## src/rtl/simd_pkg.sv

```systemverilog
// Shared widths and the queued write-back entry for the SIMD ALU's downstream stages.
package simd_pkg;

  localparam int LANES  = 4;
  localparam int LANE_W = 32;
  localparam int DATA_W = LANES * LANE_W;
  localparam int ADDR_W = 5;

  typedef struct packed {
    logic [DATA_W-1:0] result;
    logic [ADDR_W-1:0] rd;
    logic              wen;
    logic [LANES-1:0]  lane_m;
    logic              zero;
  } wb_entry_t;

endpackage

```

## src/rtl/simd_wb_fifo.sv

```systemverilog
// In-order circular buffer of write-back entries; exposes every slot so the
// owner can run a forwarding search over the pending writes.
module simd_wb_fifo
  import simd_pkg::*;
#(
  parameter  int DEPTH = 2,
  localparam int PTR_W = $clog2(DEPTH),
  localparam int CW    = PTR_W + 1
) (
  input  logic             clk,
  input  logic             rst_n,
  input  logic             push,
  input  logic             pop,
  input  wb_entry_t        din,
  output wb_entry_t        head,
  output logic [CW-1:0]    count,
  output logic [PTR_W-1:0] rd_ptr,
  output wb_entry_t        entries [DEPTH]
);

  wb_entry_t        mem [DEPTH];
  logic [PTR_W-1:0] wr_ptr;

  // NOTE: sequential state uses <= so every flop samples pre-edge values.
  always_ff @(posedge clk) begin
    if (!rst_n) begin
      rd_ptr <= '0;
      wr_ptr <= '0;
      count  <= '0;
    end else begin
      if (push) wr_ptr <= wr_ptr + 1'b1;
      if (pop)  rd_ptr <= rd_ptr + 1'b1;
      case ({push, pop})
        2'b10:   count <= count + 1'b1;
        2'b01:   count <= count - 1'b1;
        default: ;
      endcase
    end
  end

  // NOTE: storage is not reset; count gates every read, so stale slots are invisible.
  always_ff @(posedge clk) begin
    if (push) mem[wr_ptr] <= din;
  end

  assign head    = mem[rd_ptr];
  assign entries = mem;

endmodule

```

## src/rtl/simd_writeback_stage.sv

```systemverilog
// Write-back stage: queues ALU results, retires them in order to the vector
// register file, and offers forwarding, a zero flag and a retired-op count.
module simd_writeback_stage
  import simd_pkg::*;
#(
  parameter int DEPTH = 2,
  parameter int CNT_W = 32
) (
  input  logic              clk,
  input  logic              rst_n,
  input  logic              in_valid,
  output logic              in_ready,
  input  logic [DATA_W-1:0] in_result,
  input  logic              in_zero,
  input  logic [ADDR_W-1:0] in_rd,
  input  logic              in_wen,
  input  logic [LANES-1:0]  in_lane_m,
  output logic              rf_we,
  output logic [ADDR_W-1:0] rf_waddr,
  output logic [DATA_W-1:0] rf_wdata,
  output logic [LANES-1:0]  rf_lane_be,
  input  logic              rf_ready,
  input  logic [ADDR_W-1:0] q_rd,
  output logic              fwd_hit,
  output logic [DATA_W-1:0] fwd_data,
  output logic [LANES-1:0]  fwd_lane_m,
  output logic              zero_flag,
  output logic [CNT_W-1:0]  retire_cnt
);

  localparam int PTR_W = $clog2(DEPTH);
  localparam int CW    = PTR_W + 1;

  wb_entry_t        in_entry, head;
  wb_entry_t        entries [DEPTH];
  logic [CW-1:0]    count;
  logic [PTR_W-1:0] rd_ptr, slot;
  logic             push, pop, head_valid;

  // Writes to x0 are demoted to non-writing ops at capture time.
  assign in_entry = '{result: in_result, rd: in_rd, wen: in_wen & (in_rd != '0),
                      lane_m: in_lane_m, zero: in_zero};

  assign in_ready   = rst_n & (count != CW'(DEPTH));
  assign push       = in_valid & in_ready;
  assign head_valid = rst_n & (count != '0);
  assign pop        = head_valid & (~head.wen | rf_ready);

  simd_wb_fifo #(.DEPTH(DEPTH)) u_fifo (
    .clk     (clk),
    .rst_n   (rst_n),
    .push    (push),
    .pop     (pop),
    .din     (in_entry),
    .head    (head),
    .count   (count),
    .rd_ptr  (rd_ptr),
    .entries (entries)
  );

  assign rf_we      = head_valid & head.wen;
  assign rf_waddr   = head.rd;
  assign rf_wdata   = head.result;
  assign rf_lane_be = head.lane_m;

  // Oldest-to-youngest scan; a later match overrides, so the youngest wins.
  always_comb begin
    // NOTE: every output gets a default first so no path infers a latch.
    fwd_hit    = 1'b0;
    fwd_data   = '0;
    fwd_lane_m = '0;
    slot       = '0;
    for (int i = 0; i < DEPTH; i++) begin
      slot = rd_ptr + PTR_W'(i);
      if ((CW'(i) < count) && entries[slot].wen && (entries[slot].rd == q_rd)) begin
        fwd_hit    = 1'b1;
        fwd_data   = entries[slot].result;
        fwd_lane_m = entries[slot].lane_m;
      end
    end
    if (!rst_n || q_rd == '0) fwd_hit = 1'b0;
  end

  always_ff @(posedge clk) begin
    if (!rst_n) begin
      zero_flag  <= 1'b0;
      retire_cnt <= '0;
    end else if (pop) begin
      zero_flag  <= head.zero;
      retire_cnt <= retire_cnt + CNT_W'(1);
    end
  end

endmodule

```

## config.mk

```make
export PLATFORM = sky130hd
export DESIGN_NAME = simd_writeback_stage
export DESIGN_NICKNAME = d
export VERILOG_FILES = /design/src/rtl/simd_pkg.sv /design/src/rtl/simd_wb_fifo.sv /design/src/rtl/simd_writeback_stage.sv
export SDC_FILE = /design/constraint.sdc
export NUM_CORES = 1
export LEC_CHECK = 0
export BUFFER_PORTS_ARGS = -buffer_cell sky130_fd_sc_hd__buf_2
export CORE_MARGIN = 2
export CORE_UTILIZATION = 55
export CTS_CLUSTER_SIZE = 30
export DETAILED_ROUTE_END_ITERATION = 7
export HOLD_SLACK_MARGIN = 0.15
export PLACE_DENSITY = 0.86
export SYNTH_ARGS = -nofsm -noshare
export SYNTH_HDL_FRONTEND = slang
export SYNTH_HIERARCHICAL = 1
export SYNTH_SLANG_ARGS = --single-unit
```

## constraint.sdc

```tcl
create_clock -name clk -period 9.3 [get_ports clk]
set_clock_uncertainty 0.05 [all_clocks]
set_input_delay 0.465 -clock clk [delete_from_list [all_inputs] [get_ports clk]]
set_output_delay 0.465 -clock clk [all_outputs]
set_load 0.02 [all_outputs]
```

==> impl_metrics.tcl <==
set metrics [dict create \
    max_slew_margin_pct 14.7 \
    cp.required_ns 8.79 \
    met1_usage_pct 38.4 \
    grt_first_pass_wirelength_mm 91.5 \
    cp-startpoint "u_fifo/rd_ptr" \
    cts_buffers 37 \
    drc 0 \
    syn_area_um2 18300 \
    core_area_um2 32700 \
    n_fill_cell 2185 \
    drive_above_1_share_pct 34.2 \
    post_dp_cell_area_um2 20300 \
    synth-seq-area-share_pct 49.5 \
    dr.pass1.iters 7 \
    num_vias 17300 \
    ys_async_sr_fraction_pct 0 \
    power.switching_mw 1.56 \
    clk_latency_ns 0.51 \
    power.density_nw_per_um2 193 \
    maxCapViolCount 0 \
    fin_util_pct 69.9 \
    finalCriticalPeriod_ns 5.50 \
    drt_wl_total_mm 59.7 \
    slowest_stage "dfxtp_4" \
    grt_pass1_vias 16500 \
    min-delay-start "in_wen" \
    syn-mean-instance-area_um2 12.0 \
    clk_pin_slew_ns 0.06 \
    layout_commonest_cell "buf_2" \
    syn_inst 1533 \
    synth_top_area_cell "edfxtp_1" \
    ys.flop_type "edfxtp_1" \
    grt_max_degree 114 \
    syn_nets 1683 \
    busiest_layer "met2" \
    rows 66 \
    gp_congestion 0.863 \
    cts-root-buf "clkbuf_16" \
    dp_hpwl_mm 33.2 \
    rsz0062_at_grt "no" \
    seq_power_share_pct 38.1 \
    synth_top_cell_area_share_pct 45.5 \
    synth_cell_type_count 43 \
    die_w_um 187 \
    setup_violations 0 \
    track_usage_pct 32.1 \
    crit_path_end_kind "output port" \
    cp-start-kind "flop" \
    max_stage_delay_ns 1.06 \
    layout_worst_path_cycle_share_pct 59.2 \
    cts_max_level 2 \
    antenna_found_initial 9 \
    die-area_um2 34800 \
    yosysWarnings 6 \
    critPathKind "flop to output port" \
    mostFrequentLayoutCells "buf_2, edfxtp_1, o2111ai_1" \
    wl_per_cell_um 24.6 \
    initial_core_util_pct 56.1 \
    worstPathMaxFanout 100 \
    p_clk_share_pct 31.2 \
    fmax_mhz 182 \
    numPortBuffers 452 \
    worstReg2RegStart "u_fifo/rd_ptr" \
    worstPathCellList "mux2i_1 > xnor2_1 > nor4_2 > buf_4 > buf_4 > nand3_1 > a32oi_1 > buf_2" \
    synth-edff-count 278 \
    fin_area_um2 22900 \
    power.internal_mw 2.87 \
    cellLeakagePower_nw 7.96 \
    cpMostUsedCell "buf_4" \
    min_path_type "input pin to flop" \
    ys_ff_latch 315 \
    die_h_um 187 \
    p_comb_share_pct 30.7 \
    drt_iter0_drc 2216 \
    whs_ns 0.254 \
    cts_setup_buffers 0 \
    worstMarginPinSlew_ns 1.28 \
    irDropWorstVdd_mv 0.178 \
    clockBufferDepth 3 \
    clock-sinks 315 \
    detail-route-antenna-nets 0 \
    arrival_ns 4.99 \
    cts_tree "built" \
    grt_use_met2_pct 54.1 \
    slew_viol_final 0 \
    ys_top_cells_by_area "edfxtp_1, o2111ai_1, mux2_4" \
    via_per_inst 7.12 \
    hold_viol 0 \
    num_io_pins 453 \
    use_met3_pct 7.13 \
    syn_to_final_growth_pct 24.6 \
    status "complete, no violations" \
    grt-ovfl-total 0 \
    finalSetupTns_ns 0 \
    swShare_pct 35.2 \
    final_net_count 2108 \
]
## sequential cells by signal (all words and copies together), names as in the netlist
register,flops
u_fifo/entries,278
retire_cnt,32
u_fifo/count,2
u_fifo/rd_ptr,1
u_fifo/wr_ptr,1
zero_flag,1
## cells in the mapped netlist (3+ instances only)
| cell | instances |
|---|---|
| xor2_1 | 13 |
| mux2_2 | 40 |
| or3_1 | 5 |
| xnor2_1 | 20 |
| nand2b_1 | 6 |
| or4_1 | 3 |
| buf_2 | 64 |
| nand3_1 | 140 |
| o21ai_0 | 7 |
| nor3_1 | 6 |
| buf_1 | 5 |
| a21boi_0 | 4 |
| mux2_4 | 100 |
| clkbuf_1 | 142 |
| o2111ai_1 | 263 |
| buf_6 | 16 |
| nor4_1 | 4 |
| mux2i_1 | 19 |
| and2_1 | 28 |
| nor2_1 | 6 |
| nor2b_1 | 3 |
| and4_1 | 4 |
| nand2_1 | 24 |
| edfxtp_1 | 278 |
| dfxtp_1 | 37 |
| o21a_1 | 3 |
| a32oi_1 | 131 |
| inv_1 | 5 |
| nand4_1 | 7 |
| a31oi_1 | 131 |
| and3_1 | 4 |
## area by class of cell
cell class              instances  area [um^2]  share of cell area, %
diodes                          6         15.0                 0.0657
clock buffers                  47         1040                   4.54
clock inverters                18          101                  0.443
inverters                       5         18.8                 0.0821
multi-input cells             984         8210                   35.9
flip-flops and latches        315         9090                   39.8
well taps                     442          553                   2.42
repair buffers                615         3830                   16.8
## final timing paths
check | end | slack, ns | cells past startpoint
setup / recovery | fwd_data[115] | 3.80 | 8
hold / removal | u_fifo/entries[5] | 0.25 | 2
setup reg to reg | retire_cnt[21] | 6.32 | 6
hold reg to reg | zero_flag | 0.41 | 2
## repair_timing
action	4_1_cts	5_1_grt
gates resized for setup	0	0
hold endpoints to repair	276	0
hold buffers	138	0
## cell families after synthesis
| kind of cell | Yosys count | synth area share (%) |
|---|---|---|
| mux | 159 | 11.7 |
| xor+xnor | 33 | 1.58 |
| flops | 315 | 49.5 |
| buf+inv | 234 | 5.96 |
| simple gates | 246 | 7.14 |
| compound gates | 544 | 24.0 |
| fa+ha+maj | 2 | 0.136 |
## critical path, delay by kind of cell (launching register included)
| kind | cells | cell delay (ns) |
|---|---|---|
| buffers and inverters | 3 | 1.76 |
| and+or+nand+nor | 2 | 0.60 |
| muxes | 1 | 0.35 |
| DFF | 1 | 1.06 |
| xor gates and xnor gates | 1 | 0.16 |
| AOI/OAI and AO/OA | 1 | 0.36 |
## power by group through the flow
stage / clock (mW) / combinational, mW / sequential (mW)
after floorplan: 0 / 0.926 / 1.69
final: 1.38 / 1.36 / 1.68
after CTS: 1.38 / 1.32 / 1.68
after detailed placement: 0 / 1.26 / 1.71
after global routing: 1.44 / 1.41 / 1.69
after global placement: 0 / 1.23 / 1.70
## stage by stage
| stage | worst slack [ns] | total power, mW | cells |
|---|---|---|---|
| 2_1_floorplan | 1.15 | 2.61 | 1533 |
| 3_3_place_gp | 4.76 | 2.94 | 2223 |
| 3_5_place_dp | 4.54 | 2.97 | 2223 |
| 4_1_cts | 3.97 | 4.38 | 2426 |
| 5_1_grt | 3.66 | 4.55 | 2431 |
| 6_report | 3.80 | 4.42 | 2432 |
## layer usage
metal,vias up,wire (um)
met5,-,32
met4,6,3650
met3,277,6150
met2,1327,28900
met1,8266,21000
li1,7432,-
Power figures use the tool's default switching activity.
